<file path="config.mk">
export PLATFORM = sky130hd
export DESIGN_NAME = bus_source_mux
export DESIGN_NICKNAME = d
export VERILOG_FILES = /design/src/rtl/bus_source_mux.sv
export SDC_FILE = /design/constraint.sdc
export NUM_CORES = 1
export LEC_CHECK = 0
export CAP_MARGIN = 10
export CELL_PAD_IN_SITES_DETAIL_PLACEMENT = 0
export CELL_PAD_IN_SITES_GLOBAL_PLACEMENT = 2
export CORE_AREA = 3 3 329 331
export DETAILED_ROUTE_END_ITERATION = 16
export DIE_AREA = 0 0 332 334
export HOLD_SLACK_MARGIN = 0.12
export PLACE_DENSITY = 0.56
export SKIP_LAST_GASP = 1
export SYNTH_ARGS = -nofsm -noshare
export SYNTH_HDL_FRONTEND = slang
export SYNTH_SLANG_ARGS = --single-unit
</file>
<file path="constraint.sdc">
create_clock -name clock -period 5.55 [get_ports clock]
set_input_delay 0.8325 -clock clock [delete_from_list [all_inputs] [get_ports clock]]
set_output_delay 0.8325 -clock clock [all_outputs]
set_load 0.05 [all_outputs]
</file>
<file path="src/rtl/bus_source_mux.sv">
// ============================================================================
// bus_source_mux
// ----------------------------------------------------------------------------
// Source end of the shared datapath bus. Every register presents its word on
// BusMuxIn_flat, and the control unit raises one drive strobe per cycle on
// src_out. The lowest set strobe selects its word, which is registered onto
// BusMuxOut for all bus consumers to load. More than one strobe in a cycle is
// a bus conflict: the lowest index still wins, a one-cycle conflict pulse is
// raised, a saturating conflict counter advances, and the control FSM parks
// in FAULT until fault_ack.
//
// Ports
//   clock          in   rising-edge clock
//   clear          in   synchronous active-high reset, overrides all inputs
//   src_out        in   [NUM_SRC]            drive strobes, strobe i -> word i
//   BusMuxIn_flat  in   [NUM_SRC*DATA_WIDTH] word i at [i*DATA_WIDTH +: DATA_WIDTH]
//   fault_ack      in   leaves FAULT (ignored in any other state)
//   BusMuxOut      out  [DATA_WIDTH]  registered bus word
//   bus_valid      out  BusMuxOut was loaded from a source on the last edge
//   bus_sel        out  [SEL_WIDTH]   index of the source now on the bus
//   conflict       out  more than one strobe was seen on the last edge
//   fault          out  high while the FSM is in FAULT
//   conflict_count out  [CNT_WIDTH]   saturating count of conflict cycles
//   bus_parity     out  XOR reduction of BusMuxOut (only with BUS_PARITY_EN)
//
// Build option
//   BUS_PARITY_EN  when defined, adds the bus_parity output and its register.
//
// SEL_WIDTH must satisfy 2**SEL_WIDTH >= NUM_SRC.
// ============================================================================
module bus_source_mux #(
    parameter int NUM_SRC    = 24,
    parameter int DATA_WIDTH = 32,
    parameter int SEL_WIDTH  = 5,
    parameter int CNT_WIDTH  = 8
) (
    input  logic                          clock,
    input  logic                          clear,
    input  logic [NUM_SRC-1:0]            src_out,
    input  logic [NUM_SRC*DATA_WIDTH-1:0] BusMuxIn_flat,
    input  logic                          fault_ack,
    output logic [DATA_WIDTH-1:0]         BusMuxOut,
    output logic                          bus_valid,
    output logic [SEL_WIDTH-1:0]          bus_sel,
    output logic                          conflict,
    output logic                          fault,
    output logic [CNT_WIDTH-1:0]          conflict_count
`ifdef BUS_PARITY_EN
    ,
    output logic                          bus_parity
`endif
);

    typedef enum logic [1:0] {
        ST_IDLE  = 2'd0,
        ST_DRIVE = 2'd1,
        ST_FAULT = 2'd2
    } state_t;

    state_t state;
    state_t state_next;

    // ------------------------------------------------------------------------
    // Strobe decode
    // ------------------------------------------------------------------------
    logic                  any_strobe;
    logic                  multi_strobe;
    logic [SEL_WIDTH-1:0]  win_sel;
    logic [DATA_WIDTH-1:0] win_word;
    logic                  count_sat;

    assign any_strobe   = |src_out;
    // Clearing the lowest set bit leaves something behind only if a second
    // strobe is present.
    assign multi_strobe = |(src_out & (src_out - NUM_SRC'(1)));
    assign count_sat    = &conflict_count;

    // Scan from the top down so the last hit, the lowest index, wins.
    always_comb begin
        // NOTE: every variable gets a default before the loop so no path
        // leaves it unassigned, which would otherwise infer a latch.
        win_sel  = '0;
        win_word = '0;
        for (int i = NUM_SRC - 1; i >= 0; i--) begin
            if (src_out[i]) begin
                win_sel  = SEL_WIDTH'(i);
                win_word = BusMuxIn_flat[i*DATA_WIDTH +: DATA_WIDTH];
            end
        end
    end

    // ------------------------------------------------------------------------
    // Bus register: word and select hold when nothing drives the bus.
    // ------------------------------------------------------------------------
    always_ff @(posedge clock) begin
        // NOTE: state elements use non-blocking assignments so every register
        // samples the pre-edge values, independent of statement order.
        if (clear) begin
            BusMuxOut <= '0;
            bus_sel   <= '0;
            bus_valid <= 1'b0;
        end else begin
            bus_valid <= any_strobe;
            if (any_strobe) begin
                BusMuxOut <= win_word;
                bus_sel   <= win_sel;
            end
        end
    end

    // ------------------------------------------------------------------------
    // Conflict pulse and saturating conflict counter
    // ------------------------------------------------------------------------
    always_ff @(posedge clock) begin
        if (clear) begin
            conflict       <= 1'b0;
            conflict_count <= '0;
        end else begin
            conflict <= multi_strobe;
            if (multi_strobe && !count_sat) begin
                conflict_count <= conflict_count + CNT_WIDTH'(1);
            end
        end
    end

`ifdef BUS_PARITY_EN
    // Parity tracks the word being loaded, so it holds whenever BusMuxOut does.
    always_ff @(posedge clock) begin
        if (clear) begin
            bus_parity <= 1'b0;
        end else if (any_strobe) begin
            bus_parity <= ^win_word;
        end
    end
`endif

    // ------------------------------------------------------------------------
    // Control FSM
    // ------------------------------------------------------------------------
    always_ff @(posedge clock) begin
        if (clear) begin
            state <= ST_IDLE;
        end else begin
            state <= state_next;
        end
    end

    always_comb begin
        state_next = state;
        unique case (state)
            ST_IDLE, ST_DRIVE: begin
                if (multi_strobe) begin
                    state_next = ST_FAULT;
                end else if (any_strobe) begin
                    state_next = ST_DRIVE;
                end else begin
                    state_next = ST_IDLE;
                end
            end
            // The acknowledge wins even over a fresh conflict on the same edge;
            // that conflict is still counted by the counter above.
            ST_FAULT: begin
                if (fault_ack) begin
                    state_next = ST_IDLE;
                end
            end
            default: state_next = ST_IDLE;
        endcase
    end

    always_comb begin
        fault = (state == ST_FAULT);
    end

endmodule

</file>
==> summary.txt, run 1 <==
Num ports: 843
Post-synth EDFFs: 0
Pre-CTS setup slack: 0.876 ns
P per Cell Area: 119 nW/µm²
Hold Fails Final Rpt: 0
IO Port Bufs: 842
Setup Crit Path Kind: in2reg
RSZ-0062 raised after global routing: false
Post-CTS Setup Inserts: 0
DR WL met3: 7.11 mm
Max-slew violations: 0
Initial antenna violation count: 24
Global-route usage over all layers: 18.6%
Tmin final: 4.28 ns
Synth top area cells: a221oi_1 (19%), dfxtp_1 (11%), a21oi_1 (7.8%)
Worst EP required: 5.76 ns
Top sig layer: met5
Total grt overflow: 0
Initial Utilization: 8.29%
Skew-Pair Late Insertion Delay: 0.32 ns
Seq cells post-synth: 49
Met1 WL: 44.0 mm
Setup WS post-layout: 1.27 ns
Setup-failing EPs final: 0
Post-Synthesis Cells: 1296
Syn_area_per_cell: 6.74 µm²
Area post-placement: 18700 µm²
Ys async rst share: 0%
Largest net degree at the start of global routing: 70
Max VDD drop: 0.0876 mV
Core box area: 105000 µm²
# Max-Cap Violations: 0
WL/cell: 31.8 µm
Net Count, Synth: 2092
Worst hold-check path type: reg2reg
Setup TNS: 0 ns
Fraction of layout cells with a size suffix above 1: 5.07%
Synth unique cells: 56
Wire length of the first global-routing pass: 144 mm
Post-cts resize count: 0
Via count of the first global-routing pass: 16.1k
CTS H-tree lvls: 2
Tot Pwr: 2250 µW
Cell with the most instances after synthesis: a221oi_1
Vias: 15.3k
Worst Path Arrival: 4.49 ns
Sequential fraction of the synthesis area: 11.2%
Most frequent cells after synthesis: a221oi_1 (191), clkbuf_1 (157), a21oi_1 (137)
Die Wd: 332 µm
Drt first pass iters: 5
Post-synth top area share: 19.1%
Worst slew pin tran: 1.19 ns
Max_slew headroom: 20.7%
Die Y: 334 µm
CTS buffer count: 5
Crit. End Element: flop
LEAKAGE: 0.00638 µW
CTS Hold Bufs: 0
Routed Wire Length: 109 mm
Worst setup SP type: input pin
Max Clock Freq: 233 MHz
Largest area contributor in the netlist: a221oi_1
Post-route clock period utilization: 77.2%
CTS Buffer Depth: 2
Max FO, Critical Path: 9
Residual DRC count: 0
Post-Syn Area: 8740 µm²
Synth warn: 0
Fin Clk Skew: 0.00465 ns
Die area: 111000 µm²
Worst-path clk slew: 0.09 ns
Layout area overhead: 116%
Status: completed
Layout Nets: 2825
Met2 Routed Length: 56.5 mm
Initial DRC count: 1249
Routability Congestion: 0.947
Clock Sinks: 49
Post-synth top flop: dfxtp_1
Core Util, Final: 17.9%
Clk root buf: clkbuf_16
Post-route cell area: 18900 µm²
Vias per cell: 4.46
Post-DP HPWL: 92.7 mm
Row cnt: 119
CTS tree: yes
ANT nets after route: 0
layer usage:
metal  vias up  track usage [%]
met5         -                0
met2       806             34.8
met4        10             2.65
li1       6794                -
met3        69             3.42
met1      7619             22.3
layout by cell type, fill, tap and decap left out, types with 6 or more instances in the layout:
cell type        Yosys  final
dfxtp_1             49     49
nor2b_4              0      6
a21oi_1            137    137
o22ai_1             31     31
nand2b_1            34     33
buf_2                0     14
nand2_1             12     11
a2bb2oi_1           32     31
a31oi_1             33     33
a22oi_1             32     32
o31ai_1             66     66
a221oi_1           191    189
nor3_1               9      8
a211oi_1             6      6
buf_4                0     51
clkdlybuf4s50_1      0    826
a221o_1             65     65
inv_1              102    100
nor2_1              94     91
nand4_1             33     33
nor4_1               7      6
o221ai_1            32     32
diode_2              0     11
nor2b_1             42     36
o21ai_0             70     70
final timing paths:
path | startpoint | endpoint | slack [ns] | cells after the start
max | src_out[2] | conflict_count[4] | 1.27 | 8
max reg2reg | conflict_count[0] | conflict_count[4] | 3.46 | 5
min | bus_sel[2] | bus_sel[2] | 0.47 | 2
min reg2reg | bus_sel[2] | bus_sel[2] | 0.47 | 2
registers in the layout (all words and copies together), names as in the netlist:
signal,flops
bus_sel,5
conflict,1
conflict_count,8
bus_valid,1
BusMuxOut,32
state,2
through the flow:
step,instances,hold WS [ns]
global route,3425,0.515
floorplan,1296,0.507
global placement,3413,0.457
finish,3432,0.469
detailed placement,3413,0.457
CTS,3421,0.475
cell type report:
| class | instances | area, µm² |
|---|---|---|
| antenna | 11 | 27.5 |
| fill | 12000 | 86600 |
| sequential | 49 | 981 |
| timing repair buffer | 891 | 8720 |
| inverter | 103 | 387 |
| clock inverter | 3 | 26.3 |
| clock buffer | 5 | 125 |
| tap | 1391 | 1740 |
| multi-input combinational | 979 | 6860 |
worst max-delay path: stages:
cell and delay [ns]:
clkdlybuf4s50_1 0.59, or4_1 0.77, o41ai_1 0.79, a211oi_1 0.21
o32ai_2 0.35, a41oi_2 0.37, nand4_1 0.23, mux2_1 0.34
report_power, final:
group	switching [µW]	internal [µW]	total [µW]	leakage [µW]
logic	759	730	1490	0.00590
registers	18.3	375	393	0.000406
clock network	197	172	369	0.0000680
total	974	1280	2250	0.00638
logic make-up (layout without fill, tap and decap cells):
kind of cell | count (synthesis) | count (layout) | synth area share [%]
adder cells (fa/ha/maj) | 1 | 1 | 0.143
buffers and inverters | 268 | 1002 | 11.5
multiplexers | 4 | 4 | 0.558
XOR/XNOR | 1 | 1 | 0.100
flip-flops | 49 | 49 | 11.2
AND/OR/NAND/NOR | 256 | 256 | 15.5
other | 0 | 11 | 0
AO/OA/AOI/OAI | 717 | 717 | 60.9
(Power assumes the default switching activity.)
==> inputs of run 2 (changes only) <==
CORE_AREA = 3 3 327 329   (was 3 3 329 331)
DIE_AREA = 0 0 330 332   (was 0 0 332 334)
PLACE_DENSITY = 0.58   (was 0.56)
clock period = 3.65 ns   (was 5.55 ns; I/O delays follow)
==> run 2 against run 1 <==
Effect of this change:
- register-to-register slack worse by 1.6 ns
- count of clock-buffer cells in the layout unchanged
- clock skew down 0.0032 ns
- critical path depth unchanged
- worst setup slack worse by 0.94 ns
- via count up 1.5%
- largest power group unchanged
==> summary.txt, run 2 (same netlist as run 1, synthesis figures left out) <==
Hold_sp: bus_sel[2] (unchanged)
Skew-Pair Late Insertion Delay: 0.32 ns (about the same)
Worst Path Arrival: 3.53 ns (was 4.49 ns)
Delay of the slowest critical-path stage: 0.57 ns (was 0.79 ns)
Post-DP HPWL: 90.6 mm (was 92.7 mm)
Status: completed (unchanged)
IO Port Bufs: 842 (unchanged)
Max Clock Freq: 301 MHz
Max VDD drop: 0.149 mV (was 0.0876 mV)
Most common cell after layout, fill and taps aside: clkdlybuf4s50_1 (unchanged)
Most frequent cells in the layout: clkdlybuf4s50_1 (826), a221oi_1 (191), a21oi_1 (137) (was clkdlybuf4s50_1 (826), a221oi_1 (189), a21oi_1 (137))
Reg2Reg Launch Point: conflict_count[0] (unchanged)
Vias: 15.5k (was 15.3k)
Row cnt: 118 (was 119)
Crit-path most repeated cell: or4_4
Wire length of the first global-routing pass: 141 mm (was 144 mm)
Drt first pass iters: 6 (was 5)
Register area: 981 µm² (unchanged)
Worst setup SP type: input pin (unchanged)
Clock Sinks: 49 (unchanged)
Hold Fails Final Rpt: 0 (unchanged)
Layout area overhead: 122% (was 116%)
Fillers: 11.7k (was 12.0k)
Worst hold-check path type: reg2reg (unchanged)
ANT nets after route: 0 (unchanged)
Initial Utilization: 8.42% (was 8.29%)
CTS buffer count: 5 (unchanged)
WL/cell: 30.5 µm (was 31.8 µm)
Fin Clk Skew: 0.00148 ns (was 0.00465 ns)
Vias per cell: 4.45 (was 4.46)
Die area: 110000 µm² (was 111000 µm²)
P per Cell Area: 179 nW/µm² (was 119 nW/µm²)
Post-cts resize count: 0 (unchanged)
Residual DRC count: 0 (unchanged)
CTS tree: yes (unchanged)
Largest registers: BusMuxOut: 32 flops, conflict_count: 8 flops, bus_sel: 5 flops (unchanged)
LEAKAGE: 0.00673 µW (was 0.00638 µW)
Worst-path clk slew: 0.10 ns (was 0.09 ns)
Fraction of layout cells with a size suffix above 1: 7.83% (was 5.07%)
RSZ-0062 raised after global routing: false (unchanged)
Largest Register: BusMuxOut (unchanged)
Num ports: 843 (unchanged)
Tmin final: 3.32 ns
Post-route clock period utilization: 91.0%
Routed Wire Length: 106 mm (was 109 mm)
Die Y: 332 µm (was 334 µm)
Clk root buf: clkbuf_16 (unchanged)
Reg power frac: 17.1% (was 17.5%)
Worst EP required: 3.86 ns (was 5.76 ns)
Switching Power: 1470 µW (was 974 µW)
Core box area: 104000 µm² (was 105000 µm²)
# Max-Cap Violations: 0 (unchanged)
Post-CTS Setup Inserts: 0 (unchanged)
CTS H-tree lvls: 2 (unchanged)
CTS Hold Bufs: 0 (unchanged)
Max reg flops: 32 (unchanged)
Top Family by Delay on Critical Path: simple AND/OR/NAND/NOR gates (was compound AO/OA/AOI/OAI gates)
Crit. End Element: flop (unchanged)
Routability Congestion: 0.971 (was 0.947)
Initial antenna violation count: 20 (was 24)
Initial DRC count: 1217 (was 1249)
Worst path slowest cell: or4_4 (was o41ai_1)
Setup TNS: 0 ns (unchanged)
Setup Crit Path Kind: in2reg (unchanged)
Area of the multi-input gates: 6840 µm² (was 6860 µm²)
Clock Power Share: 16.2% (was 16.4%)
Total grt overflow: 0 (unchanged)
Critical path cell sequence: clkdlybuf4s50_1, or4_4, or4_4, o32a_1, a2111oi_4, a41oi_2, nand4_1, mux2_1 (was clkdlybuf4s50_1, or4_1, o41ai_1, a211oi_1, o32ai_2, a41oi_2, nand4_1, mux2_1)
Max-slew violations: 0 (unchanged)
Layout Nets: 2889 (was 2825)
CP Launch Point: src_out[11] (was src_out[2])
R2R Setup Slk: 1.82 ns (was 3.46 ns)
Global-route usage over all layers: 18.3% (was 18.6%)
Worst slew pin tran: 1.16 ns (was 1.19 ns)
Switching portion of total power: 42.3% (was 43.3%)
Combinational group share of total power: 66.7% (was 66.1%)
Max_slew headroom: 22.2% (was 20.7%)
Worst Path Buf+Inv: 1 (unchanged)
Int Power: 2000 µW (was 1280 µW)
Max FO, Critical Path: 5 (was 9)
Die Wd: 330 µm (was 332 µm)
Via count of the first global-routing pass: 16.3k (was 16.1k)
Setup-failing EPs final: 0 (unchanged)
CTS Buffer Depth: 2 (unchanged)
Hold_ws: 0.465 ns (was 0.469 ns)
Largest net degree at the start of global routing: 70 (unchanged)
Tot Pwr: 3480 µW (was 2250 µW)
==> run 2: worst register-to-register path: cells and delay by family, from the launching register on <==
| family | cells | cell delay, ns |
|---|---|---|
| simple gates | 2 | 0.43 |
| flops | 1 | 0.36 |
| mux | 1 | 0.34 |
| compound gates | 1 | 0.33 |
| fa+ha+maj | 1 | 0.28 |
==> run 2: power groups by stage <==
stage / registers [µW] / clock network (µW) / logic (µW)
after CTS: 595 / 594 / 2350
after floorplan: 721 / 0 / 629
after global routing: 599 / 604 / 2460
after detailed placement: 607 / 0 / 2340
final: 594 / 563 / 2320
after global placement: 607 / 0 / 2350
==> run 2: layout make-up <==
cell class	instances	area share, %
antenna	11	0.142
clock buffer	5	0.644
clock inverter	3	0.135
inverter	103	1.99
multi-input combinational	979	35.2
sequential	49	5.05
tap	1380	8.89
timing repair buffer	955	48.0
==> run 2: routing by layer <==
layer	vias up	share of wire, %	GRT usage, %
li1	6901	-	-
met1	7631	40	21.8
met2	872	51	33.5
met3	107	6.4	3.15
met4	10	3.1	5.12
met5	-	0.062	0
==> run 2: path summary, 6_finish.rpt <==
path,cells past startpoint,to
max,8,conflict_count[4]
min,2,bus_sel[2]
max reg2reg,5,conflict_count[4]
min reg2reg,2,bus_sel[2]
==> run 2: per-stage QoR <==
stage / setup WS [ns] / util (%) / area [µm²] / cells
global route: 0.141 / 18.7 / 19400 / 3484
global placement: 0.0361 / 18.5 / 19200 / 3466
finish: 0.327 / 18.7 / 19400 / 3485
CTS: 0.355 / 18.7 / 19400 / 3474
detailed placement: 0.00167 / 18.5 / 19200 / 3466
floorplan: 0.515 / - / 8740 / 1296
==> inputs of run 3 (changes only) <==
CELL_PAD_IN_SITES_DETAIL_PLACEMENT = unset   (was 0)
CELL_PAD_IN_SITES_GLOBAL_PLACEMENT = unset   (was 2)
CORE_AREA = 3 3 324 326   (was 3 3 327 329)
DIE_AREA = 0 0 327 329   (was 0 0 330 332)
PLACE_DENSITY = 0.34   (was 0.58)
REMOVE_ABC_BUFFERS = 1   (was unset)
==> run 3 against run 2 <==
Effect of this change:
- global-route usage increased by 0.051 points
- combinational power hardly changed
- non-clock buffer count down 14
- largest cell class unchanged
- count of clock-buffer cells in the layout unchanged
- maximum frequency decreased by 1.0%
- largest power group unchanged
==> summary.txt, run 3 (same netlist as run 1, synthesis figures left out) <==
RSZ-0062 raised after global routing: false (unchanged)
Setup TNS: 0 ns (unchanged)
Most frequent cells in the layout: clkdlybuf4s50_1 (826), a221oi_1 (191), a21oi_1 (137) (unchanged)
Crit-path most repeated cell: or4_4 (unchanged)
Delay of the slowest critical-path stage: 0.57 ns (about the same)
Hold Fails Final Rpt: 0 (unchanged)
CTS buffer count: 5 (unchanged)
Fin Clk Skew: 0.00636 ns (was 0.00148 ns)
Setup WS post-layout: 0.293 ns (was 0.327 ns)
Vias: 15.4k (was 15.5k)
Num ports: 843 (unchanged)
ANT nets after route: 0 (unchanged)
Post-route clock period utilization: 92.0% (was 91.0%)
Die Y: 329 µm (was 332 µm)
# Max-Cap Violations: 0 (unchanged)
Die Wd: 327 µm (was 330 µm)
Largest Register: BusMuxOut (unchanged)
Largest registers: BusMuxOut: 32 flops, conflict_count: 8 flops, bus_sel: 5 flops (unchanged)
CTS Hold Bufs: 0 (unchanged)
Max Clock Freq: 298 MHz (was 301 MHz)
Drt first pass iters: 6 (unchanged)
Initial DRC count: 1154 (was 1217)
Worst slew pin tran: 1.08 ns (was 1.16 ns)
Max FO, Critical Path: 8 (was 5)
Crit. End Element: flop (unchanged)
Status: completed (unchanged)
Hold_ws: 0.479 ns (was 0.465 ns)
Register area: 981 µm² (unchanged)
Wire length of the first global-routing pass: 140 mm (was 141 mm)
Max VDD drop: 0.153 mV (was 0.149 mV)
CTS tree: yes (unchanged)
Skew-Pair Late Insertion Delay: 0.31 ns (was 0.32 ns)
Worst EP required: 3.86 ns (about the same)
Vias per cell: 4.46 (was 4.45)
Total placed cells including tap cells: 3440 (was 3466)
Worst path slowest cell: or4_4 (unchanged)
Initial Utilization: 8.57% (was 8.42%)
Setup-failing EPs final: 0 (unchanged)
Post-cts resize count: 0 (unchanged)
Layout area overhead: 122% (about the same)
Worst-path clk slew: 0.08 ns (was 0.10 ns)
Tmin final: 3.36 ns (was 3.32 ns)
Fillers: 11.5k (was 11.7k)
Worst Path Buf+Inv: 1 (unchanged)
Setup Crit Path Kind: in2reg (unchanged)
Routed Wire Length: 104 mm (was 106 mm)
Max_slew headroom: 28.1% (was 22.2%)
Max-slew violations: 0 (unchanged)
Core Util, Final: 19.0% (was 18.7%)
Clock Sinks: 49 (unchanged)
Layout Nets: 2875 (was 2889)
Worst Path Arrival: 3.56 ns (was 3.53 ns)
Post-DP HPWL: 85.2 mm (was 90.6 mm)
Row cnt: 117 (was 118)
LEAKAGE: 0.00672 µW (was 0.00673 µW)
Critical path cell sequence: clkdlybuf4s50_1, or4_4, or4_4, or4_1, a22oi_2, a41oi_2, nand4_1, mux2_1 (was clkdlybuf4s50_1, or4_4, or4_4, o32a_1, a2111oi_4, a41oi_2, nand4_1, mux2_1)
Routability Congestion: 0.902 (was 0.971)
Via count of the first global-routing pass: 16.5k (was 16.3k)
Non-Filler Instances: 3453 (was 3485)
Largest net degree at the start of global routing: 70 (unchanged)
Pre-CTS setup slack: -0.0323 ns (was 0.00167 ns)
Initial antenna violation count: 20 (unchanged)
CTS Buffer Depth: 2 (unchanged)
Die area: 108000 µm² (was 110000 µm²)
Clk root buf: clkbuf_16 (unchanged)
Top Family by Delay on Critical Path: simple AND/OR/NAND/NOR gates (unchanged)
IO Port Bufs: 842 (unchanged)
Residual DRC count: 0 (unchanged)
Fraction of layout cells with a size suffix above 1: 7.45% (was 7.83%)
Global-route usage over all layers: 18.4% (was 18.3%)
Core box area: 102000 µm² (was 104000 µm²)
Most common cell after layout, fill and taps aside: clkdlybuf4s50_1 (unchanged)
WL/cell: 30.2 µm (was 30.5 µm)
P per Cell Area: 183 nW/µm² (was 179 nW/µm²)
Max reg flops: 32 (unchanged)
Worst hold-check path type: reg2reg (unchanged)
Worst setup SP type: input pin (unchanged)
Area of the multi-input gates: 6850 µm² (was 6840 µm²)
Total grt overflow: 0 (unchanged)
CTS H-tree lvls: 2 (unchanged)
Post-CTS Setup Inserts: 0 (unchanged)
run 3: layout make-up:
type	count	area share [%]
Antenna cell	5	0.0645
Clock buffer	5	0.645
Clock inverter	3	0.355
Inverter	103	1.99
Multi-Input combinational cell	979	35.3
Sequential cell	49	5.05
Tap cell	1368	8.82
Timing Repair Buffer	941	47.8
run 3: through the flow:
step,instance area (µm²),total power (µW)
2_1_floorplan,8120,1220
3_3_place_gp,19200,2930
5_1_grt,19400,3750
6_report,19400,3550
4_1_cts,19400,3620
3_5_place_dp,19200,2930
run 3: final timing paths:
| check | cells after the start | slack [ns] | start | to |
|---|---|---|---|---|
| min | 2 | 0.48 | bus_sel[2] | bus_sel[2] |
| max | 8 | 0.29 | src_out[11] | conflict_count[5] |
| min reg2reg | 2 | 0.48 | bus_sel[2] | bus_sel[2] |
| max reg2reg | 5 | 1.76 | conflict_count[0] | conflict_count[5] |
run 3: worst reg2reg max path: stages (launching register included):
cell and delay (ns):
dfxtp_1 0.36, ha_1 0.28, and4_1 0.26, a41oi_2 0.40, nand4_1 0.16, mux2_1 0.33
run 3: layer usage:
metal / part of all wire [%] / vias to the layer above / GRT usage (%)
met2: 50 / 884 / 32.9
met1: 41 / 7546 / 22.4
met5: 0.080 / - / 0
li1: - / 6866 / -
met4: 1.9 / 12 / 3.40
met3: 7.6 / 109 / 4.50
run 3: power breakdown:
part	switching, µW	total, µW	internal (µW)	leakage, µW
clock network	259	655	397	0.0000944
registers	23.6	594	570	0.000406
logic	1130	2300	1170	0.00622
total	1410	3550	2140	0.00672
